==> src/rtl/lsu_ctrl_pkg.sv <==
// Shared types, constants and decode helpers for the load/store unit.
package lsu_ctrl_pkg;

    typedef enum logic [3:0] {
        LSU_NOP = 4'd0,
        LSU_LB  = 4'd1,
        LSU_LH  = 4'd2,
        LSU_LW  = 4'd3,
        LSU_LBU = 4'd4,
        LSU_LHU = 4'd5,
        LSU_SB  = 4'd6,
        LSU_SH  = 4'd7,
        LSU_SW  = 4'd8
    } lsu_op_e;

    typedef enum logic [1:0] {
        IDLE = 2'd0,
        REQ  = 2'd1,
        RESP = 2'd2,
        DONE = 2'd3
    } lsu_state_e;

    localparam logic [3:0] BE_BYTE = 4'b0001;
    localparam logic [3:0] BE_HALF = 4'b0011;
    localparam logic [3:0] BE_WORD = 4'b1111;

    function automatic logic is_store(lsu_op_e op);
        return op inside {LSU_SB, LSU_SH, LSU_SW};
    endfunction

    // Any op that touches memory; unknown encodings behave like NOP.
    function automatic logic is_mem_op(lsu_op_e op);
        return op inside {LSU_LB, LSU_LH, LSU_LW, LSU_LBU, LSU_LHU, LSU_SB, LSU_SH, LSU_SW};
    endfunction

    function automatic logic is_half(lsu_op_e op);
        return op inside {LSU_LH, LSU_LHU, LSU_SH};
    endfunction

    function automatic logic is_word(lsu_op_e op);
        return op inside {LSU_LW, LSU_SW};
    endfunction

    function automatic logic misaligned(lsu_op_e op, logic [1:0] a);
        return (is_half(op) && a[0]) || (is_word(op) && (a != 2'b00));
    endfunction

    // Natural alignment of the low address bits for the access size.
    function automatic logic [1:0] align_lo(lsu_op_e op, logic [1:0] a);
        if (is_word(op)) return 2'b00;
        if (is_half(op)) return {a[1], 1'b0};
        return a;
    endfunction

    function automatic logic [3:0] byte_en(lsu_op_e op, logic [1:0] a);
        if (is_word(op)) return BE_WORD;
        if (is_half(op)) return BE_HALF << {a[1], 1'b0};
        return BE_BYTE << a;
    endfunction

    // Replicate store data across lanes so the byte enables pick the right copy.
    function automatic logic [31:0] store_data(lsu_op_e op, logic [31:0] d);
        if (is_word(op)) return d;
        if (is_half(op)) return {2{d[15:0]}};
        return {4{d[7:0]}};
    endfunction

endpackage

==> src/rtl/lsu_ctrl_load_ext.sv <==
// Load data lane selection and sign/zero extension (purely combinational).
module lsu_load_ext
    import lsu_ctrl_pkg::*;
#(
    parameter int unsigned WIDTH = 32
) (
    input  lsu_op_e          op_i,
    input  logic [1:0]       a_i,
    input  logic [WIDTH-1:0] rdata_i,
    output logic [WIDTH-1:0] ext_o
);

    logic [7:0]  byte_sel;
    logic [15:0] half_sel;

    // Pick the addressed lane, then extend according to the load type.
    always_comb begin
        byte_sel = rdata_i[{a_i, 3'b000} +: 8];
        half_sel = rdata_i[{a_i[1], 4'b0000} +: 16];
        ext_o    = rdata_i;
        case (op_i)
            LSU_LB:  ext_o = {{(WIDTH-8){byte_sel[7]}}, byte_sel};
            LSU_LBU: ext_o = {{(WIDTH-8){1'b0}}, byte_sel};
            LSU_LH:  ext_o = {{(WIDTH-16){half_sel[15]}}, half_sel};
            LSU_LHU: ext_o = {{(WIDTH-16){1'b0}}, half_sel};
            default: ext_o = rdata_i;
        endcase
    end

endmodule

==> src/rtl/lsu_ctrl.sv <==
// Load/store unit: request/grant/response sequencer on the data-memory bus.
// Optional: LSU_MISALIGN_EXC_EN turns misaligned accesses into a flagged,
// bus-less completion; without it they are force-aligned and executed.
module lsu_ctrl
    import lsu_ctrl_pkg::*;
#(
    parameter int unsigned WIDTH = 32
) (
    input  logic             clk_i,
    input  logic             rst_i,
    input  logic             lsu_req_i,
    input  lsu_op_e          lsu_op_i,
    input  logic [WIDTH-1:0] addr_i,
    input  logic [WIDTH-1:0] wdata_i,
    output logic             lsu_busy_o,
    output logic             lsu_done_o,
    output logic [WIDTH-1:0] rdata_o,
    output logic             misalign_o,
    output logic             dmem_req_o,
    output logic             dmem_we_o,
    output logic [3:0]       dmem_be_o,
    output logic [WIDTH-1:0] dmem_addr_o,
    output logic [WIDTH-1:0] dmem_wdata_o,
    input  logic             dmem_gnt_i,
    input  logic             dmem_rvalid_i,
    input  logic [WIDTH-1:0] dmem_rdata_i
);

    lsu_state_e       state_q, state_d;
    lsu_op_e          op_q, op_d;
    logic [1:0]       off_q, off_d;
    logic             req_q, req_d;
    logic             we_q, we_d;
    logic [3:0]       be_q, be_d;
    logic [WIDTH-1:0] addr_q, addr_d;
    logic [WIDTH-1:0] wdata_q, wdata_d;
    logic [WIDTH-1:0] rdata_q, rdata_d;
    logic [WIDTH-1:0] ext_data;
    logic [1:0]       a_lo;
`ifdef LSU_MISALIGN_EXC_EN
    logic             misalign_q, misalign_d;
`endif

    assign a_lo = align_lo(lsu_op_i, addr_i[1:0]);

    lsu_load_ext #(
        .WIDTH (WIDTH)
    ) u_load_ext (
        .op_i    (op_q),
        .a_i     (off_q),
        .rdata_i (dmem_rdata_i),
        .ext_o   (ext_data)
    );

    // Next-state and registered-output logic for the transaction sequencer.
    always_comb begin
        state_d = state_q;
        op_d    = op_q;
        off_d   = off_q;
        req_d   = req_q;
        we_d    = we_q;
        be_d    = be_q;
        addr_d  = addr_q;
        wdata_d = wdata_q;
        rdata_d = rdata_q;
`ifdef LSU_MISALIGN_EXC_EN
        misalign_d = 1'b0;
`endif
        unique case (state_q)
            IDLE: begin
                if (lsu_req_i) begin
                    op_d = lsu_op_i;
                    if (!is_mem_op(lsu_op_i)) begin
                        state_d = DONE;
                    end
`ifdef LSU_MISALIGN_EXC_EN
                    else if (misaligned(lsu_op_i, addr_i[1:0])) begin
                        state_d    = DONE;
                        misalign_d = 1'b1;
                        rdata_d    = '0;
                    end
`endif
                    else begin
                        state_d = REQ;
                        req_d   = 1'b1;
                        we_d    = is_store(lsu_op_i);
                        be_d    = byte_en(lsu_op_i, a_lo);
                        addr_d  = {addr_i[WIDTH-1:2], 2'b00};
                        wdata_d = is_store(lsu_op_i) ? store_data(lsu_op_i, wdata_i) : '0;
                        off_d   = a_lo;
                    end
                end
            end
            REQ: begin
                if (dmem_gnt_i) begin
                    req_d   = 1'b0;
                    state_d = we_q ? DONE : RESP;
                end
            end
            RESP: begin
                // rvalid only counts here, so one coincident with the grant is ignored.
                if (dmem_rvalid_i) begin
                    rdata_d = ext_data;
                    state_d = DONE;
                end
            end
            DONE: begin
                state_d = IDLE;
            end
            default: begin
                state_d = IDLE;
            end
        endcase
    end

    // State and output registers with synchronous reset.
    always_ff @(posedge clk_i) begin
        if (rst_i) begin
            state_q <= IDLE;
            op_q    <= LSU_NOP;
            off_q   <= 2'b00;
            req_q   <= 1'b0;
            we_q    <= 1'b0;
            be_q    <= 4'b0000;
            addr_q  <= '0;
            wdata_q <= '0;
            rdata_q <= '0;
        end else begin
            state_q <= state_d;
            op_q    <= op_d;
            off_q   <= off_d;
            req_q   <= req_d;
            we_q    <= we_d;
            be_q    <= be_d;
            addr_q  <= addr_d;
            wdata_q <= wdata_d;
            rdata_q <= rdata_d;
        end
    end

`ifdef LSU_MISALIGN_EXC_EN
    // Misalign flag lives only for the DONE cycle it was raised for.
    always_ff @(posedge clk_i) begin
        if (rst_i) begin
            misalign_q <= 1'b0;
        end else begin
            misalign_q <= misalign_d;
        end
    end

    assign misalign_o = misalign_q;
`else
    assign misalign_o = 1'b0;
`endif

    assign lsu_busy_o   = (state_q != IDLE);
    assign lsu_done_o   = (state_q == DONE);
    assign rdata_o      = rdata_q;
    assign dmem_req_o   = req_q;
    assign dmem_we_o    = we_q;
    assign dmem_be_o    = be_q;
    assign dmem_addr_o  = addr_q;
    assign dmem_wdata_o = wdata_q;

endmodule

==> config.mk <==
export PLATFORM = sky130hd
export DESIGN_NAME = lsu_ctrl
export DESIGN_NICKNAME = d
export VERILOG_FILES = /design/src/rtl/lsu_ctrl_pkg.sv /design/src/rtl/lsu_ctrl_load_ext.sv /design/src/rtl/lsu_ctrl.sv
export SDC_FILE = /design/constraint.sdc
export NUM_CORES = 1
export LEC_CHECK = 0
export BUFFER_PORTS_ARGS = -buffer_cell sky130_fd_sc_hd__buf_2
export CAP_MARGIN = 20
export CORE_UTILIZATION = 50
export CTS_CLUSTER_DIAMETER = 50
export DETAILED_ROUTE_END_ITERATION = 8
export PLACE_DENSITY = 0.88
export SLEW_MARGIN = 20
export SYNTH_ARGS = -nofsm -noshare
export SYNTH_HDL_FRONTEND = slang
export SYNTH_SLANG_ARGS = --single-unit
==> constraint.sdc <==
create_clock -name clk_i -period 5.04 [get_ports clk_i]
set_clock_uncertainty 0.05 [all_clocks]
set_input_delay 0.504 -clock clk_i [delete_from_list [all_inputs] [get_ports clk_i]]
set_output_delay 0.504 -clock clk_i [all_outputs]
set_load 0.03 [all_outputs]
==> results.toml, run 1 <==
[timing]
fin_crit_sh_pct = 47.3
max_freq_mhz = 420
worst-slew-pin-transition_ns = 0.980
layout_min_cycle_time_ns = 2.38
relSlewSlack_pct = 34.3
slew_violations = 0
tns_ns = 0
finalHoldViolations = 0
rsz0062_at_grt = "false"
setup_violations = 0

[floorplanning]
core_area_sq_um = 9280
initial_utilization_pct = 52.1
die_h_um = 100
die_x_um = 100
ios = 210
rows = 35
die_area_sq_um = 10100

[critical_path]
cp.arrival_ns = 2.55
cp.depth = 4
startpoint_type = "register"
crit_type = "reg -> reg"
cp_slowest_cell = "dfxtp_1"
critical_path.max_fanout = 16
cp_slowest_stage_delay_ns = 0.79
ff2ff_path_depth = 4
cp_top_family = "flip-flops"
critPathCaptureType = "register"
cp_num_buf_inv = 0
required_ns = 5.21
critical_path.cell_chain = "mux4_2, nand3b_1, a211o_1, a211oi_1"

[clock_network]
numClockSinks = 108
cts_tree = "done"
cts.path.max_buffers = 2
clkTransAtPathRegs_ns = 0.12
ctsHtreeMaxLevel = 3
post-cts-setup-buffers = 0
cts_resized = 0
clock_latency_ns = 0.36
root_buffer = "clkbuf_8"
cts_buffers = 9
cts_hold_buf = 0

[synthesis]
synth_flop_cell = "dfxtp_1"
synth_edf_count = 0
synth.avg_cell_area_sq_um = 8.59
ys_types = 51
synth_top_area_share_pct = 44.7
synthArstFlopShare_pct = 0
synth_area_sq_um = 4830
yosysWarnings = 0
syn-instance-count = 563
yosysTopAreaCell = "dfxtp_1"
synth-seq-area-share_pct = 44.7
ys_seq_elements = 108
synthTopCellsByArea = "dfxtp_1, nand2_1, a21oi_1"

[finish]
final_nets = 845
n_fill_cell = 817
drive_gt1_share_pct = 33.1
num_antenna_cells = 0
final_util_pct = 64.6
syn_to_final_growth_pct = 24.2

[global_routing]
grt_pass1_vias = 4647
grt-ovfl-total = 0
antenna_found_initial = 0
grt_max_degree = 87
grt_pass1_wl_um = 21600
grt_usage_pct = 26.9

[route]
antenna_left = 0
vias = 4947
wire_per_inst_um = 15.9
drcViolationCount = 0
wirelength_um = 13800
first_pass_iters = 5
via_per_inst = 5.69
drtIter0Drc = 187

[status]
status = "finished, final reports clean"

[worst_hold_path]
hold_depth = 2
hold_path_class = "in -> reg"

[job]
maxCapViolCount = 0

[power]
power.density_nw_per_um2 = 401
peakVddDrop_v = 0.000239
leakagePower_uw = 0.00261

[placed_design]
port_buffers = 206
gp_congestion = 0.854
hpwlAfterDp_um = 10100
## flip-flops by register name, indices dropped and copies added, names as in the netlist
signal and cells:
dmem_be_o 4, op_q 4, off_q 2, state_q 2, rdata_o 32, dmem_req_o 1, dmem_addr_o 30, dmem_we_o 1
dmem_wdata_o 32
## layout by cell type (no fill, tap or decap), types with 3 or more instances in the layout
| master | n |
|---|---|
| mux2_2 | 9 |
| a211oi_1 | 19 |
| a21oi_1 | 65 |
| a22oi_1 | 26 |
| or3_1 | 3 |
| a311oi_1 | 15 |
| dfxtp_1 | 108 |
| o21ai_0 | 40 |
| nand3b_1 | 5 |
| o21a_1 | 3 |
| conb_1 | 3 |
| inv_1 | 6 |
| or3b_1 | 3 |
| ha_1 | 5 |
| clkbuf_8 | 9 |
| o21ai_1 | 4 |
| nand3_1 | 10 |
| nand2b_1 | 4 |
| nand2_1 | 90 |
| nor2_1 | 46 |
| mux2i_1 | 20 |
| buf_2 | 206 |
## per-stage QoR
step / hold slack (ns) / std cells / instance area [sq um] / total power, uW / setup slack (ns)
after floorplan: 0.480 / 565 / 4840 / 1670 / 3.02
after global placement: 0.382 / 853 / 5800 / 1860 / 2.69
after detailed placement: 0.391 / 853 / 5800 / 1890 / 2.55
after CTS: 0.265 / 869 / 6000 / 2420 / 2.72
after global routing: 0.248 / 869 / 6000 / 2540 / 2.49
final: 0.288 / 869 / 6000 / 2410 / 2.66
## layout make-up
type | instances | area [sq um] | area share [%]
sequential | 108 | 2160 | 36.0
inverter | 6 | 22.5 | 0.375
tap | 129 | 161 | 2.69
clock buffer | 9 | 124 | 2.06
multi-input combinational | 402 | 2410 | 40.1
timing repair buffer | 208 | 1050 | 17.4
clock inverter | 7 | 78.8 | 1.31
## cells by family (layout without fill, tap and decap cells)
group / after synthesis / count (layout) / synth area share, %
compound gates: 191 / 191 / 25.7
other cells: 1 / 3 / 0.0776
xor+xnor: 1 / 1 / 0.181
flops: 108 / 108 / 44.7
simple gates: 172 / 172 / 15.7
mux: 30 / 30 / 6.70
buf+inv: 55 / 230 / 5.67
fa+ha+maj: 5 / 5 / 1.29
## cells in the mapped netlist (6+ instances only)
library cell and n:
a21oi_1 65, o21ai_0 40, a211oi_1 19, clkbuf_1 23, a311oi_1 15, mux2i_1 20
inv_1 6, buf_2 14, a22oi_1 26, nand3_1 10, nand2_1 90, nor2_1 46
dfxtp_1 108, mux2_2 9
## layer usage
layer  track usage, %  wire length (um)  vias up
li1                 -                 -     2340
met1             30.7              5400     2311
met2             46.0              6770      256
met3             7.94              1190       40
met4             12.8               437        0
met5                0                 0        -
## power breakdown
group / internal [uW] / switching [uW] / leakage, uW
Combinational: 270 / 572 / 0.00163
Clock: 197 / 333 / 0.000102
Sequential: 960 / 78.1 / 0.000878
## path summary, 6_finish.rpt
check | slack, ns | startpoint | end
worst min-delay path | 0.29 | dmem_gnt_i | dmem_req_o$_SDFFE_PP0P_
worst max-delay path | 2.66 | off_q[1]$_SDFFE_PP0P_ | rdata_o[21]$_SDFFE_PP0P_
worst min register to register | 0.41 | dmem_addr_o[9]$_SDFFE_PP0P_ | dmem_addr_o[9]$_SDFFE_PP0P_
worst max register to register | 2.66 | off_q[1]$_SDFFE_PP0P_ | rdata_o[21]$_SDFFE_PP0P_
No activity file was read; power rests on OpenSTA's default activity.
==> run 2, diff against run 1 <==
CORE_UTILIZATION = 48   (was 50)
PLACE_DENSITY = 0.85   (was 0.88)
clock period = 2.25 ns   (was 5.04 ns; I/O delays follow)
==> results.toml, run 2 (synthesis gave the netlist of run 1 again) <==
[power]
power.density_nw_per_um2 = 903
peakVddDrop_v = 0.000502
leakagePower_uw = 0.00266

[global_routing]
grt_pass1_vias = 4594
grt-ovfl-total = 0
grt_pass1_wl_um = 21900
antenna_found_initial = 0
grt_usage_pct = 26.6
grt_max_degree = 45

[critical_path]
critical_path.max_fanout = 14
required_ns = 2.48
ff2ff_path_depth = 4
startpoint_type = "register"
critPathCaptureType = "register"
cp.arrival_ns = 2.27
crit_type = "reg -> reg"

[route]
drtIter0Drc = 237
first_pass_iters = 5
drcViolationCount = 0
via_per_inst = 5.56
vias = 4897
wirelength_um = 14300
antenna_left = 0
wire_per_inst_um = 16.3

[finish]
final_common_cell = "buf_2"
fin_area_sq_um = 6090
drive_gt1_share_pct = 33.8
num_antenna_cells = 0
syn_to_final_growth_pct = 26.0
final_nets = 853
mostFrequentLayoutCells = "buf_2, dfxtp_1, nand2_1, a21oi_1, nor2_1"
n_fill_cell = 858

[floorplanning]
initial_utilization_pct = 49.4
die_x_um = 102
core_area_sq_um = 9770
die_h_um = 102
die_area_sq_um = 10500
rows = 36
ios = 210

[clock_network]
cts_tree = "done"
clkTransAtPathRegs_ns = 0.11
root_buffer = "clkbuf_8"
cts.path.max_buffers = 2
numClockSinks = 108
post-cts-setup-buffers = 0
ctsHtreeMaxLevel = 3
clock_latency_ns = 0.36
cts_buffers = 9
cts_hold_buf = 0

[placed_design]
port_buffers = 206
dp_slack_ns = 0.00796
placed_area_sq_um = 5870
hpwlAfterDp_um = 10400
gp_congestion = 0.880

[timing]
slew_violations = 0
max_freq_mhz = 490
worst-slew-pin-transition_ns = 0.622
setup_violations = 0
relSlewSlack_pct = 58.4
fin_crit_sh_pct = 90.8
rsz0062_at_grt = "false"
layout_min_cycle_time_ns = 2.04
finalHoldViolations = 0
fin_ws_ns = 0.208
tns_ns = 0

[worst_hold_path]
hold_depth = 2
hold_path_class = "in -> reg"

[status]
status = "finished, final reports clean"

[job]
maxCapViolCount = 0
## run 2: final cells by class
cell class | count | area, sq um | area share (%)
tap | 133 | 166 | 2.73
inverter | 6 | 22.5 | 0.370
clock buffer | 10 | 138 | 2.26
clock inverter | 6 | 71.3 | 1.17
sequential | 108 | 2160 | 35.5
timing repair buffer | 215 | 1110 | 18.2
multi-input combinational | 403 | 2420 | 39.7
## run 2: worst paths after layout
kind	start	endpoint	slack, ns
worst max-delay path	op_q[1]$_SDFFE_PP0P_	rdata_o[13]$_SDFFE_PP0P_	0.21
worst min-delay path	dmem_gnt_i	dmem_req_o$_SDFFE_PP0P_	0.01
worst max register to register	op_q[1]$_SDFFE_PP0P_	rdata_o[13]$_SDFFE_PP0P_	0.21
worst min register to register	dmem_addr_o[29]$_SDFFE_PP0P_	dmem_addr_o[29]$_SDFFE_PP0P_	0.41
## run 2: repair_timing
item                       in CTS  in global routing
resized for setup               1                  1
gates cloned                    0                  1
setup endpoints to repair      15                  3
## run 2: through the flow
step / instances / hold WS [ns] / power [uW] / utilization (%)
floorplan: 565 / 0.291 / 3730 / -
CTS: 880 / 0.000339 / 5500 / 62.2
global placement: 864 / 0.379 / 4210 / 60.0
detailed placement: 864 / 0.392 / 4280 / 60.0
finish: 881 / 0.0133 / 5500 / 62.3
global route: 881 / 0.00814 / 5820 / 62.3
## run 2: report_power, final
part / internal (uW) / total [uW] / leakage [uW] / switching [uW]
logic: 635 / 1950 / 0.00168 / 1310
clock network: 556 / 1230 / 0.000104 / 678
registers: 2150 / 2320 / 0.000878 / 170
total: 3340 / 5500 / 0.00266 / 2160
## run 2: per-layer routing
metal  GRT usage, %  routed length (um)
met1           31.0                5890
met2           47.2                7030
met3           5.13                1020
met4           12.3                 393
met5              0                   0
## run 2: critical path: stages (launching register included)
cell      delay [ns]
dfxtp_1         0.58
or3b_1          0.45
a211oi_2        0.43
o21ai_0         0.17
a311oi_1        0.27
